`config.mk`:
```
export PLATFORM = sky130hd
export DESIGN_NAME = cachereplace
export DESIGN_NICKNAME = d
export VERILOG_FILES = /design/src/rtl/cachereplace.sv
export SDC_FILE = /design/constraint.sdc
export NUM_CORES = 1
export LEC_CHECK = 0
export CORE_MARGIN = 3
export CORE_UTILIZATION = 55
export CTS_CLUSTER_SIZE = 30
export DETAILED_ROUTE_END_ITERATION = 8
export PLACE_DENSITY = 0.81
export SLEW_MARGIN = 20
export SYNTH_ARGS = -nofsm -noshare
export SYNTH_HDL_FRONTEND = slang
export SYNTH_SLANG_ARGS = --single-unit
```
`constraint.sdc`:
```
create_clock -name clk_i -period 14.8 [get_ports clk_i]
set_clock_uncertainty 0.05 [all_clocks]
set_input_delay 2.96 -clock clk_i [delete_from_list [all_inputs] [get_ports clk_i]]
set_output_delay 2.96 -clock clk_i [all_outputs]
set_load 0.005 [all_outputs]
```
`src/rtl/cachereplace.sv`:
```
// cachereplace: victim-way selector with invalid-first, way locking and LFSR or per-set round-robin policy.
// Victim outputs are combinational from the registered LFSR/pointers and the current lookup inputs.
module cachereplace #(
  parameter int NUMWAYS = 4,
  parameter int NUMLINES = 128,
  parameter int SETLEN = $clog2(NUMLINES),
  parameter int LFSRLEN = 16,
  parameter logic [LFSRLEN-1:0] SEED = 16'hACE1
) (
  input  logic                       clk_i,
  input  logic                       reset_n_i,
  input  logic                       flush_stage_i,
  input  logic                       cache_en_i,
  input  logic                       mode_i,
  input  logic [SETLEN-1:0]          cache_set_i,
  input  logic [NUMWAYS-1:0]         valid_way_i,
  input  logic [NUMWAYS-1:0]         lock_way_i,
  input  logic                       lru_write_en_i,
  input  logic                       invalidate_cache_i,
  output logic [NUMWAYS-1:0]         victim_way_o,
  output logic [$clog2(NUMWAYS)-1:0] victim_way_enc_o
);
  localparam int WL = $clog2(NUMWAYS);
  logic [LFSRLEN-1:0] lfsr_q, lfsr_d;
  logic [WL-1:0] ptr_q [NUMLINES];
  logic [WL-1:0] ptr_d, start, idx;
  logic [NUMWAYS-1:0] elig, inv;
  logic found, ptr_we;
  always_comb begin
    elig = &lock_way_i ? '1 : ~lock_way_i;
    inv = elig & ~valid_way_i;
    start = mode_i ? ptr_q[cache_set_i] : lfsr_q[WL-1:0];
    victim_way_enc_o = '0;
    found = 1'b0;
    idx = '0;
    for (int k = 0; k < NUMWAYS; k++)
      if (!found && inv[k]) begin
        victim_way_enc_o = WL'(k);
        found = 1'b1;
      end
    // no invalid eligible way: rotate from the policy start index
    for (int k = 0; k < NUMWAYS; k++) begin
      idx = start + WL'(k);
      if (!found && elig[idx]) begin
        victim_way_enc_o = idx;
        found = 1'b1;
      end
    end
  end
  assign victim_way_o = {{(NUMWAYS-1){1'b0}}, 1'b1} << victim_way_enc_o;
  assign lfsr_d = (cache_en_i && !flush_stage_i)
                ? {lfsr_q[0] ^ lfsr_q[2] ^ lfsr_q[3] ^ lfsr_q[5], lfsr_q[LFSRLEN-1:1]}
                : lfsr_q;
  assign ptr_we = lru_write_en_i && !flush_stage_i && mode_i;
  assign ptr_d = victim_way_enc_o + 1'b1;
  always_ff @(posedge clk_i or negedge reset_n_i)
    if (!reset_n_i) lfsr_q <= SEED;
    else lfsr_q <= lfsr_d;
  always_ff @(posedge clk_i or negedge reset_n_i)
    if (!reset_n_i)
      for (int i = 0; i < NUMLINES; i++) ptr_q[i] <= '0;
    else if (invalidate_cache_i)
      for (int i = 0; i < NUMLINES; i++) ptr_q[i] <= '0;
    else if (ptr_we)
      ptr_q[cache_set_i] <= ptr_d;
endmodule

```
# Yosys cells after proc, flatten, opt, wreduce, memory -nomap -nowiden
# Index checks and enable logic that the tools add are counted.
# W data, S select, Z words.
totals:
  ff_bits: 272
  input_bits: 22
  output_inout_bits: 6
  word_cells: 200
classes:
  bitwise_logic: 7
  n_reduce_logical: 21
  n_lt_le_gt_ge: 6
  add_sub_neg: 4
  muxes: 32
  n_shift: 1
op_table:
  columns: ["operator", "count"]
  rows:
  - ["$mux W256", 2]
  - ["$bwmux W256", 1]
  - ["$mux W2", 10]
  - ["$bmux W2 S7", 1]
  - ["$demux W2 S7", 1]
  - ["$lt A2 B3 Y1 const B", 4]
  - ["$mux W1", 12]
  - ["$logic_and A1 B1 Y1", 11]
  - ["$bmux W1 S2", 4]
  - ["$ge A8 B8 Y1 const B", 1]
  - ["$logic_not A1 Y1", 8]
  - ["$lt A8 B1 Y1 const B", 1]
  - ["$not A4 Y4", 2]
  - ["$not A7 Y8", 1]
  - ["$add A2 B1 Y2 const B", 2]
  - ["$add A2 B2 Y2 const B", 2]
  - ["$and A4 B4 Y4", 1]
  - ["$mux W4", 1]
  - ["$reduce_and A4 Y1", 1]
  - ["$shl A1 B2 Y4 const A", 1]
  - ["$xor A1 B1 Y1", 3]
  - ["$reduce_bool A2 Y1", 1]

# Longest topological paths before layout
depth:
  depth_word: 29
  depth_mapped: 21
  ltp_nobuf: 15

# Worst setup path before layout
# OpenSTA, ideal clock, no wires.
synth_timing:
  kind: "input to output"
  startpoint: "in cache_set_i[2]"
  endpoint: "out victim_way_o[1]"
  required_time_ns: 11.790
  stages: 14
  t_arrival_ns: 6.043
  setup_slack_ns: 5.747
  n_path_buf: 3
  cell_sequence: "buf_2 -> buf_2 -> clkbuf_1 -> mux4_2 -> o221ai_1 -> o21ai_0 -> a211oi_2 -> o32ai_2 -> and4b_1 -> or3_1 -> o31ai_2 -> nand2_1 -> and2_1 -> ha_1"
synth_via:
  elab_chain_len: 19
  elab_cells_between_ends: 31
  classes_between: "3 x add/sub; 1 x shift; 19 x mux; 1 x bitwise; 7 x reduce/logical"
synth_rtl:
  columns: ["element", "line_no", "text"]
  rows:
  - ["start: declaration", "15", "input logic [SETLEN-1:0] cache_set_i,"]
  - ["$not A7 Y8 (not written as such) (*)", "32", "start = mode_i ? ptr_q[cache_set_i] : lfsr_q[WL-1:0];"]
  - ["$bmux W2 S7 (*)", "32", null]
  - ["$mux W2 (not written as such) (*) (2 in series)", "32", null]
  - ["$mux W2 (*)", "32", null]
  - ["branches (longest 12 deep; another with $add A2 B1 Y2)", null, null]
  - ["$mux W2 (*)", "44", "if (!found && elig[idx]) begin"]
  - ["net victim_way_enc_o[0]", "21", "output logic [$clog2(NUMWAYS)-1:0] victim_way_enc_o"]
  - ["$shl A1 B2 Y4 (*)", "50", "assign victim_way_o = {{(NUMWAYS-1){1'b0}}, 1'b1} << victim_way_enc_o;"]
  - ["end: declaration", "20", "output logic [NUMWAYS-1:0] victim_way_o,"]
# Mark *: on every way through the listed nets, which the timed path passes. The select of a mux whose other input is x is not followed.

# Final worst setup path
layout_timing:
  startpoint: "in cache_set_i[2]"
  endpoint: "out victim_way_o[3]"
layout_via:
  elab_chain_len: 19
  elab_cells_between_ends: 31
  classes_between: "3 x add/sub; 1 x shift; 19 x mux; 1 x bitwise; 7 x reduce/logical"
layout_rtl:
  columns: ["element", "line_no"]
  rows:
  - ["$not A7 Y8 (not written as such) (*)", "32"]
  - ["$bmux W2 S7 (*)", "32"]
  - ["$mux W2 (not written as such) (*) (2 in series)", "32"]
  - ["$mux W2 (*)", "32"]
  - ["branches (longest 12 deep; another with $add A2 B1 Y2)", null]
  - ["$mux W2 (*)", "44"]
  - ["$shl A1 B2 Y4 (*)", "50"]
# Mark *: on every way between the ends. The select of a mux whose other input is x is not followed.

==> out/metrics.yaml <==
die_height_um: 168
yosysTopAreaCellShare: 0.458
avgViaCountPerCell: 6.63
total_power_uw: 1780
critPathArrivalTime_ns: 8.09
place_ws_ns: 3.87
worstMarginPinSlew_ns: 1.12
drt-initial-drc-count: 1905
drive_gt1_frac: 0.154
antenna_found_initial: 0
synthesis.nets: 1556
ys.flop_type: "dfrtp_1"
yosysTopAreaCell: "dfrtp_1"
rsz0062_at_grt: "false"
num_vias: 12303
crit_type: "in -> out"
ctsLongestPathBuffers: 3
sequential_cell_area_sq_um: 6820
ys_seq_area_frac: 0.472
syn_to_final_growth_pct: 9.96
postCtsHoldBufs: 0
clk_pin_slew_ns: 0.06
vdd_drop_max_mv: 0.113
end_kind: "primary output"
antenna_left: 0
synth_edf_count: 0
multi_input_area_sq_um: 7070
final_common_cell: "nor2_1"
power_density_nw_per_um2: 112
fin_crit_ns: 11.10
placed_cell_area_sq_um: 14800
critical-path-max-stage-delay_ns: 0.62
grt_use_total: 0.289
worst_slack_ns: 3.70
fin_area_sq_um: 15900
dp_cells: 1803
ios: 28
gp_congestion: 0.971
die_w_um: 168
hold_path.class: "reg -> reg"
timing.final.crit_share: 0.750
cts_buffers: 29
fmax_mhz: 90.1
setup_viol_count_final: 0
dieArea_sq_um: 28200
diodes: 0
initial_core_util: 0.566
crit_cells: 15
cp_slowest_cell: "a2111oi_2"
r2r_slack_ns: 9.16
overflow: 0
dpl.hpwl_mm: 26.1
reg2reg_depth: 16
cts_resized: 0
cts-root-buf: "clkbuf_16"
netlist_instances: 1530
fin_nets: 1530
hold_depth: 2
outcome: "complete, no violations"
clkLatencyLatePin_ns: 0.56
final_cell_mix: "nor2_1 (290), dfrtp_1 (264), nand2_1 (162)"
finalHoldViolations: 0
grt_pass1_vias: 11859
drc: 0
cp.required_ns: 11.79
maxCapViolations: 0
yosysWarnings: 0
syn_area_per_cell_sq_um: 9.43
tritoncts: "built"
rows: 58
nFillCells: 2034
port_buffers: 27
dr.pass1.iters: 8
tns_ns: 0
totalWireLength_mm: 41.2
path_max_fanout: 49
grt_max_degree: 135
slew_headroom: 0.250
ys_seq_elements: 272
synth_area_leaders: "dfrtp_1 (46%), nor2_1 (7.6%), nand3b_1 (6.7%)"
syn_area_sq_um: 14400
clock-sinks: 272
h-tree-depth: 1
cts_setup_buffers: 0
crit_path_cell_trace: "buf_2 > buf_4 > inv_1 > a221o_1 > a22oi_1 > nor2_1 > a2111oi_2 > a21oi_1 > o221ai_1 > or4b_1 > o31ai_2 > nand2_1 > and2_1 > ha_1 > clkdlybuf4s50_1"
p_leak_uw: 0.00671
synthArstFlopShare: 1.00
start_kind: "input port"
slew_violations: 0
grt_pass1_wl_mm: 66.3
stdcell_count: 1857
crit_family: "compound AO/OA/AOI/OAI gates"
wl_per_cell_um: 22.2
ys_types: 68
worst-path-buf-inv: 4
coreArea_sq_um: 25500
==> state kept, by name, indices dropped and copies added, names as in the netlist <==
register / cells
lfsr_q: 16
ptr_q: 256
==> synth_stat cells, types with 22 or more instances <==
cell type / instances
dfrtp_1: 264
o21ai_1: 50
o21ai_2: 81
mux4_2: 23
o22ai_1: 22
a21oi_1: 147
mux2_2: 26
clkbuf_1: 69
nand2_1: 162
nand3b_1: 129
nor2_1: 291
mux2i_1: 39
==> kinds of logic after synthesis <==
group | Yosys count | synth area share
buffers and inverters | 117 | 0.0414
muxes | 94 | 0.0879
xor gates and xnor gates | 3 | 0.00182
adders and majority gates | 4 | 0.00347
and+or+nand+nor | 655 | 0.217
AOI/OAI and AO/OA | 385 | 0.176
DFF | 272 | 0.472
==> worst reg2reg max path, cell delays in order, from the launching register on <==
cell,delay [ns]
dfrtp_1,0.42
mux4_2,0.49
mux2_2,0.28
o221ai_1,0.32
o21ai_0,0.22
a211oi_2,0.33
o32a_1,0.40
nor2_1,0.11
mux2_2,0.28
nand2_1,0.07
o311ai_0,0.18
a22o_1,0.34
ha_4,0.65
buf_4,0.94
nor2_1,0.16
a21oi_1,0.19
nor2_1,0.06
==> per-layer routing <==
metal,vias to the layer above,GRT usage,wire (um)
li1,5383,-,-
met1,5941,0.410,16200
met2,813,0.434,18400
met3,166,0.0679,4770
met4,0,0.115,1940
met5,-,0,0
==> worst paths after layout <==
check                                          to                    from
min in group asynchronous  ptr_q[145]$_DFFE_PN0P_               reset_n_i
hold / removal             lfsr_q[15]$_DFFE_PN1P_  lfsr_q[15]$_DFFE_PN1P_
setup reg to reg           ptr_q[253]$_DFFE_PN0P_  ptr_q[164]$_DFFE_PN0P_
setup / recovery                  victim_way_o[3]          cache_set_i[2]
hold reg to reg            lfsr_q[15]$_DFFE_PN1P_  lfsr_q[15]$_DFFE_PN1P_
max in group asynchronous  ptr_q[199]$_DFFE_PN0P_               reset_n_i
==> where the power goes <==
group | leakage [uW] | total, uW | switching (uW) | internal [uW]
clock network | 0.000538 | 828 | 309 | 519
registers | 0.00377 | 761 | 5.37 | 756
logic | 0.00240 | 194 | 145 | 49.3
total | 0.00671 | 1780 | 459 | 1320
==> layout make-up <==
class,instances,share of cell area
clock buffer,35,0.0497
inverter,12,0.00284
sequential,272,0.430
multi-input combinational,1141,0.445
clock inverter,19,0.0194
timing repair buffer,48,0.0270
tap,330,0.0260
==> per-stage QoR <==
stage               utilization  hold WS (ns)
floorplan                     -         0.405
detailed placement        0.579         0.421
global route              0.623         0.439
finish                    0.623         0.428
CTS                       0.623         0.430
global placement          0.579         0.414
Power figures use the tool's default switching activity.
